## config.mk

```make
export PLATFORM = sky130hd
export DESIGN_NAME = mem_port_arbiter_flat
export DESIGN_NICKNAME = d
export VERILOG_FILES = /design/src/rtl/mem_port_arbiter_pkg.sv /design/src/rtl/mem_port_arbiter_if.sv /design/src/rtl/mem_port_arbiter.sv /design/src/flat_wrapper.sv
export SDC_FILE = /design/constraint.sdc
export NUM_CORES = 1
export LEC_CHECK = 0
export BUFFER_PORTS_ARGS = -buffer_cell sky130_fd_sc_hd__buf_2
export CAP_MARGIN = 10
export CORE_AREA = 2 2 204 206
export CTS_CLUSTER_DIAMETER = 100
export CTS_CLUSTER_SIZE = 30
export DETAILED_ROUTE_END_ITERATION = 7
export DIE_AREA = 0 0 206 208
export SYNTH_ARGS = -nofsm -noshare
export SYNTH_HDL_FRONTEND = slang
export SYNTH_SLANG_ARGS = --single-unit
```

## constraint.sdc

```tcl
create_clock -name clk -period 1.5 [get_ports clk]
set_input_delay 0.075 -clock clk [delete_from_list [all_inputs] [get_ports clk]]
set_output_delay 0.075 -clock clk [all_outputs]
set_load 0.005 [all_outputs]
```

## src/rtl/mem_port_arbiter_pkg.sv

```systemverilog
// rtl/mem_port_arbiter_pkg.sv - shared types and constants for the memory port arbiter
package mem_port_arbiter_pkg;

  // Arbiter ownership of the downstream memory port
  typedef enum logic [1:0] {
    S_IDLE = 2'd0,
    S_LS   = 2'd1,
    S_IF   = 2'd2
  } arb_state_t;

  // Access size encodings shared by LSU, fetch and the memory controller
  localparam logic [1:0] DS_BYTE  = 2'd0;
  localparam logic [1:0] DS_WYDE  = 2'd1;
  localparam logic [1:0] DS_TETRA = 2'd2;
  localparam logic [1:0] DS_OCTA  = 2'd3;

endpackage

```

## src/rtl/mem_port_arbiter_if.sv

```systemverilog
// rtl/mem_port_arbiter_if.sv - LSU, fetch and downstream memory signals of the arbiter
interface mem_port_arbiter_if #(
  parameter int ADDR_W = 64
);

  // LSU side
  logic [ADDR_W-1:0] ls_address;
  logic [1:0]        ls_datasize;
  logic              ls_read;
  logic              ls_write;
  logic [63:0]       ls_writedata;
  logic [63:0]       ls_readdata;
  logic              ls_done;

  // Instruction-fetch side
  logic [ADDR_W-1:0] if_address;
  logic              if_read;
  logic              if_cancel;
  logic [63:0]       if_readdata;
  logic              if_done;

  // Downstream memory controller side
  logic [ADDR_W-1:0] m_address;
  logic [1:0]        m_datasize;
  logic              m_read;
  logic              m_write;
  logic [63:0]       m_writedata;
  logic [63:0]       m_readdata;
  logic              m_done;

  // Status
  logic              busy;
  logic              err_rw;

  // Arbiter view
  modport slave (
    input  ls_address, ls_datasize, ls_read, ls_write, ls_writedata,
    output ls_readdata, ls_done,
    input  if_address, if_read, if_cancel,
    output if_readdata, if_done,
    output m_address, m_datasize, m_read, m_write, m_writedata,
    input  m_readdata, m_done,
    output busy, err_rw
  );

  // Environment view: requesters plus memory controller
  modport master (
    output ls_address, ls_datasize, ls_read, ls_write, ls_writedata,
    input  ls_readdata, ls_done,
    output if_address, if_read, if_cancel,
    input  if_readdata, if_done,
    input  m_address, m_datasize, m_read, m_write, m_writedata,
    output m_readdata, m_done,
    input  busy, err_rw
  );

endinterface

```

## src/rtl/mem_port_arbiter.sv

```systemverilog
// rtl/mem_port_arbiter.sv - shares one memory port between LSU and instruction fetch
module mem_port_arbiter
  import mem_port_arbiter_pkg::*;
#(
  parameter int IF_STARVE_MAX = 4,
  parameter int ADDR_W        = 64
) (
  input  logic               clk,
  input  logic               reset_n,
  mem_port_arbiter_if.slave  bus
);

  localparam logic [3:0] STARVE_MAX = 4'(IF_STARVE_MAX);

  arb_state_t        state_q;
  logic [3:0]        starve_q;
  logic [3:0]        starve_d;
  logic              drop_q;
  logic              err_q;
  logic [ADDR_W-1:0] m_address_q;
  logic [1:0]        m_datasize_q;
  logic              m_read_q;
  logic              m_write_q;
  logic [63:0]       m_writedata_q;

  logic ls_req;
  logic starved;
  logic grant_if;
  logic grant_ls;
  logic ls_is_write;

  // Idle arbitration: LSU normally wins, fetch wins once it has been passed over too often
  always_comb begin
    ls_req      = bus.ls_read | bus.ls_write;
    starved     = (starve_q == STARVE_MAX);
    grant_if    = bus.if_read & (~ls_req | starved);
    grant_ls    = ls_req & ~grant_if;
    ls_is_write = bus.ls_write & ~bus.ls_read;

    starve_d = starve_q;
    if (state_q == S_IDLE) begin
      if (grant_if || !bus.if_read) begin
        starve_d = 4'd0;
      end else if (grant_ls && !starved) begin
        starve_d = starve_q + 4'd1;
      end
    end
  end

  // Grant FSM with registered downstream request, held constant until m_done
  always_ff @(posedge clk or negedge reset_n) begin
    if (!reset_n) begin
      state_q       <= S_IDLE;
      starve_q      <= 4'd0;
      drop_q        <= 1'b0;
      err_q         <= 1'b0;
      m_address_q   <= '0;
      m_datasize_q  <= 2'd0;
      m_read_q      <= 1'b0;
      m_write_q     <= 1'b0;
      m_writedata_q <= 64'd0;
    end else begin
      starve_q <= starve_d;
      case (state_q)
        S_IDLE: begin
          drop_q <= 1'b0;
          if (grant_if) begin
            state_q      <= S_IF;
            m_address_q  <= bus.if_address;
            m_datasize_q <= DS_OCTA;
            m_read_q     <= 1'b1;
            m_write_q    <= 1'b0;
          end else if (grant_ls) begin
            state_q      <= S_LS;
            m_address_q  <= bus.ls_address;
            m_datasize_q <= bus.ls_datasize;
            m_read_q     <= bus.ls_read;
            m_write_q    <= ls_is_write;
            if (ls_is_write) begin
              m_writedata_q <= bus.ls_writedata;
            end
            if (bus.ls_read && bus.ls_write) begin
              err_q <= 1'b1;
            end
          end
        end
        S_LS: begin
          if (bus.m_done) begin
            state_q   <= S_IDLE;
            m_read_q  <= 1'b0;
            m_write_q <= 1'b0;
          end
        end
        S_IF: begin
          if (bus.if_cancel) begin
            drop_q <= 1'b1;
          end
          if (bus.m_done) begin
            state_q   <= S_IDLE;
            m_read_q  <= 1'b0;
            m_write_q <= 1'b0;
            drop_q    <= 1'b0;
          end
        end
        default: begin
          state_q   <= S_IDLE;
          m_read_q  <= 1'b0;
          m_write_q <= 1'b0;
        end
      endcase
    end
  end

  // Completion is routed only to the owner; a cancel in the m_done cycle already suppresses if_done
  assign bus.ls_done     = (state_q == S_LS) & bus.m_done;
  assign bus.if_done     = (state_q == S_IF) & bus.m_done & ~drop_q & ~bus.if_cancel;
  assign bus.ls_readdata = bus.m_readdata;
  assign bus.if_readdata = bus.m_readdata;

  assign bus.m_address   = m_address_q;
  assign bus.m_datasize  = m_datasize_q;
  assign bus.m_read      = m_read_q;
  assign bus.m_write     = m_write_q;
  assign bus.m_writedata = m_writedata_q;

  assign bus.busy        = (state_q != S_IDLE);
  assign bus.err_rw      = err_q;

endmodule

```

## src/flat_wrapper.sv

```systemverilog
// flat-port wrapper written by rule: the top's interface ports become plain ports
module mem_port_arbiter_flat import mem_port_arbiter_pkg::*;
#(
  parameter int IF_STARVE_MAX = 4,
  parameter int ADDR_W        = 64
)
  (clk, reset_n, bus_ls_address, bus_ls_datasize, bus_ls_read, bus_ls_write, bus_ls_writedata, bus_ls_readdata, bus_ls_done, bus_if_address, bus_if_read, bus_if_cancel, bus_if_readdata, bus_if_done, bus_m_address, bus_m_datasize, bus_m_read, bus_m_write, bus_m_writedata, bus_m_readdata, bus_m_done, bus_busy, bus_err_rw);
  mem_port_arbiter_if #(.ADDR_W(ADDR_W)) bus_i ();
  input  logic clk;
  input  logic reset_n;
  input wire logic [$bits(bus_i.ls_address)-1:0] bus_ls_address;
  input wire logic [$bits(bus_i.ls_datasize)-1:0] bus_ls_datasize;
  input wire logic [$bits(bus_i.ls_read)-1:0] bus_ls_read;
  input wire logic [$bits(bus_i.ls_write)-1:0] bus_ls_write;
  input wire logic [$bits(bus_i.ls_writedata)-1:0] bus_ls_writedata;
  output wire logic [$bits(bus_i.ls_readdata)-1:0] bus_ls_readdata;
  output wire logic [$bits(bus_i.ls_done)-1:0] bus_ls_done;
  input wire logic [$bits(bus_i.if_address)-1:0] bus_if_address;
  input wire logic [$bits(bus_i.if_read)-1:0] bus_if_read;
  input wire logic [$bits(bus_i.if_cancel)-1:0] bus_if_cancel;
  output wire logic [$bits(bus_i.if_readdata)-1:0] bus_if_readdata;
  output wire logic [$bits(bus_i.if_done)-1:0] bus_if_done;
  output wire logic [$bits(bus_i.m_address)-1:0] bus_m_address;
  output wire logic [$bits(bus_i.m_datasize)-1:0] bus_m_datasize;
  output wire logic [$bits(bus_i.m_read)-1:0] bus_m_read;
  output wire logic [$bits(bus_i.m_write)-1:0] bus_m_write;
  output wire logic [$bits(bus_i.m_writedata)-1:0] bus_m_writedata;
  input wire logic [$bits(bus_i.m_readdata)-1:0] bus_m_readdata;
  input wire logic [$bits(bus_i.m_done)-1:0] bus_m_done;
  output wire logic [$bits(bus_i.busy)-1:0] bus_busy;
  output wire logic [$bits(bus_i.err_rw)-1:0] bus_err_rw;
  assign bus_i.ls_address = bus_ls_address;
  assign bus_i.ls_datasize = bus_ls_datasize;
  assign bus_i.ls_read = bus_ls_read;
  assign bus_i.ls_write = bus_ls_write;
  assign bus_i.ls_writedata = bus_ls_writedata;
  assign bus_ls_readdata = bus_i.ls_readdata;
  assign bus_ls_done = bus_i.ls_done;
  assign bus_i.if_address = bus_if_address;
  assign bus_i.if_read = bus_if_read;
  assign bus_i.if_cancel = bus_if_cancel;
  assign bus_if_readdata = bus_i.if_readdata;
  assign bus_if_done = bus_i.if_done;
  assign bus_m_address = bus_i.m_address;
  assign bus_m_datasize = bus_i.m_datasize;
  assign bus_m_read = bus_i.m_read;
  assign bus_m_write = bus_i.m_write;
  assign bus_m_writedata = bus_i.m_writedata;
  assign bus_i.m_readdata = bus_m_readdata;
  assign bus_i.m_done = bus_m_done;
  assign bus_busy = bus_i.busy;
  assign bus_err_rw = bus_i.err_rw;
  mem_port_arbiter #(.IF_STARVE_MAX(IF_STARVE_MAX), .ADDR_W(ADDR_W)) u_core (.clk(clk), .reset_n(reset_n), .bus(bus_i));
endmodule
```

==> results.cfg <==
[detailed_routing]
wire_per_inst_um = 20.53
routed.top_layer = met4
antenna_left = 0
drt_iter0_drc = 575
wirelength_mm = 34.63
drcViolationCount = 0
drt-met1-wl_mm = 12.22
wl_met2_mm = 17.41
num_vias = 7457
first_pass_iters = 5
dr_wl_met3_mm = 3.249
vias_per_cell = 4.420

[power_and_ir_drop]
vdd_ir_drop_max_v = 0.0006624
cellPowerDensity_nw_per_um2 = 1573
power_leakage_nw = 5.660

[setup_path]
reg2regPathDepth = 8
r2r_setup_slack_ps = -290
crit_type = flip-flop to flip-flop
endpoint_kind = flip-flop
critPathRequiredTime_ps = 1860
worst-path-buf-inv = 4
slowest_delay_ps = 370
worstPathArrival_ps = 2150
crit_chain = inv_2 > ha_4 > nand4b_4 > and4_4 > buf_12 > buf_6 > buf_12 > mux2_4
critPathLaunchType = flip-flop
worstPathMaxFanout = 10
path_common_cell = buf_12
cpLargestDelayFamily = buffers and inverters
slowest_stage = dfrtp_1
crit_cells = 8
worst_r2r_endpoint = u_core.bus.m_writedata[39]$_DFFE_PN0P_
regToRegStartpoint = u_core.starve_q[0]$_DFFE_PN0P_

[timing]
clock.fmax_mhz = 557.8
post-route-worst-setup-slack_ps = -292.8
setup_tns_ps = -27070
rsz0062_at_grt = true
setup_viol = 136
fin_crit_sh_pct = 119.5
slew_headroom_pct = 50.26
slew_viol_final = 0
fin_skew_ps = 17.55
worstMarginPinSlew_ps = 738.3
period_needed_ps = 1793
hold_viol = 0

[placed_design]
routabilityCongestion = 0.8178
dpl_cell_area_um2 = 9164
dpl.hpwl_mm = 21.02
io_buffers = 336
dpl_worst_slack_ps = -301.0

[die]
die-area_um2 = 42850
core_area_um2 = 40550
die_h_um = 208
fp.dieW_um = 206
initial_utilization_pct = 18.54
boundaryPins = 529
rows = 74

[global_route]
grt_pass1_vias = 7685
grt_pass1_wl_mm = 46.46
antenna_found_initial = 2
grt_max_degree = 57
grtUsageTotal_pct = 14.92
grt-ovfl-total = 0

[logic_synthesis]
synth_cell_type_count = 36
synth_area_per_cell_um2 = 10.65
yosys-top-cells-area = dfrtp_1 47%, buf_4 13%, mux2_4 9.8%
netlist_area_um2 = 7517
ys_ff_latch = 140
ys_seq_area_share_pct = 46.60
yosysTopAreaCell = dfrtp_1
synthCells = 706
yosys_warnings = 0
synth_top_area_share_pct = 46.60
syn_nets = 977

[cells_and_area]
post-route-util_pct = 30.66
area_growth_pct = 65.41
fill_cells = 4009
layout.nets = 1412
drive_above_1_share_pct = 45.79
stdcell_area_um2 = 12430

[hold_path]
hold_path_class = input pin to flip-flop
min_path_cells = 3
worstHoldStart = bus_m_done
hold_path_end = u_core.drop_q$_DFFE_PN0P_

[clock_network]
clk_pin_slew_worst_paths_ps = 70
cts_tree = done
numClockSinks = 140
htree_levels = 4
worstSkewPairLatency_ps = 480
clockBufferDepth = 2
numCtsBuffers = 17
cts_root_buffer = clkbuf_16

[outcome]
outcome = finished with violations
violations = setup timing

[job]
maxCapViolCount = 0
[timing repair]
action,4_1_cts,5_1_grt
gates resized for setup,39,33
pin swaps,70,33
buffers inserted,13,7
hold endpoints to repair,271,0
cloned,7,8
endpoints found under the setup margin,140,140
hold buffers,197,0
[worst max-delay path by stage]
| stage | endpoint | start |
|---|---|---|
| finish | u_core.bus.m_writedata[39]$_DFFE_PN0P_ | u_core.starve_q[0]$_DFFE_PN0P_ |
| detailed placement | u_core.bus.m_writedata[5]$_DFFE_PN0P_ | u_core.starve_q[1]$_DFFE_PN0P_ |
| global route | u_core.bus.m_address[3]$_DFFE_PN0P_ | u_core.starve_q[0]$_DFFE_PN0P_ |
| floorplan | u_core.bus.m_writedata[14]$_DFFE_PN0P_ | u_core.starve_q[0]$_DFFE_PN0P_ |
| global placement | u_core.bus.m_writedata[5]$_DFFE_PN0P_ | u_core.starve_q[1]$_DFFE_PN0P_ |
| CTS | u_core.bus.m_writedata[8]$_DFFE_PN0P_ | u_core.starve_q[0]$_DFFE_PN0P_ |
[power breakdown]
group | internal (mW) | total, mW | leakage (nW) | switching [mW]
sequential | 5.64 | 6.79 | 1.63 | 1.15
clock | 2.34 | 4.28 | 0.264 | 1.94
combinational | 4.72 | 8.49 | 3.77 | 3.78
total | 12.7 | 19.6 | 5.66 | 6.87
[metrics by stage]
stage / power (mW) / cells / hold slack (ps)
after floorplan: 10.59 / 706 / -220.6
after global placement: 13.63 / 1432 / 16.45
after detailed placement: 13.82 / 1432 / 17.40
after CTS: 19.21 / 1677 / 24.12
after global routing: 20.75 / 1687 / 51.01
final: 19.56 / 1687 / 38.46
[placed cells by master (no fill, tap or decap), types with 3 or more instances in the layout]
cell	instances
inv_2	4
inv_1	3
inv_6	4
dlygate4sd3_1	196
nor2_1	69
a31oi_1	67
o211ai_1	64
buf_6	18
buf_2	332
clkinvlp_4	5
buf_16	6
buf_4	25
ha_4	4
dfrtp_1	140
clkbuf_16	24
nand3_1	67
mux2_4	57
buf_12	19
a22o_1	4
mux2_2	8
[tightest hold or removal path, cell delays in order]
cell and delay [ps]:
buf_2 140, nor2_1 120, a22o_1 140
[registers in the layout (all words and copies together) (netlist names)]
signal                  flops
u_core.bus.m_address       64
u_core.bus.m_writedata     64
u_core.starve_q             4
u_core.bus.m_datasize       2
u_core.state_q              2
u_core.bus.err_rw           1
u_core.bus.m_read           1
u_core.bus.m_write          1
u_core.drop_q               1
[per-layer routing]
layer	up-vias	global-route usage [%]
met2	520	25.93
met5	-	0.2304
met3	140	5.467
li1	3273	-
met4	0	9.828
met1	3524	14.80
[layout make-up]
| cell class | count | area [um^2] | share of cell area (%) |
|---|---|---|---|
| Clock inverter | 13 | 131.4 | 1.057 |
| Tap cell | 532 | 665.6 | 5.353 |
| Clock buffer | 18 | 439.2 | 3.532 |
| Timing Repair Buffer | 605 | 4765 | 38.32 |
| Antenna cell | 2 | 5.005 | 0.04025 |
| Inverter | 8 | 32.53 | 0.2616 |
| Sequential cell | 140 | 3503 | 28.17 |
| Multi-Input combinational cell | 369 | 2893 | 23.26 |
[cells by family after synthesis]
logic type | Yosys count | synth area share, %
simple gates | 152 | 9.338
buf+inv | 197 | 17.28
mux | 66 | 12.32
compound gates | 145 | 13.47
flops | 140 | 46.60
fa+ha+maj | 6 | 0.9986
[Yosys cell counts]
library cell,count
a21o_1,1
a22o_1,4
a31oi_1,67
a41o_1,1
and2_1,1
and3_1,1
and3b_1,1
and4_4,1
buf_1,9
buf_2,24
buf_4,129
buf_6,6
clkbuf_1,21
dfrtp_1,140
ha_1,6
inv_1,8
mux2_2,16
mux2_4,49
mux2i_1,1
nand2_1,2
nand2b_1,2
nand3_1,67
nand3b_1,1
nand4b_2,1
nor2_1,71
nor2b_1,1
nor3_1,2
o211ai_1,64
o21a_1,1
o21ai_0,2
o2bb2ai_1,1
o311ai_0,1
o31a_1,1
o31ai_1,1
o32ai_1,1
or3b_1,1
No activity file was read; power rests on OpenSTA's default activity.
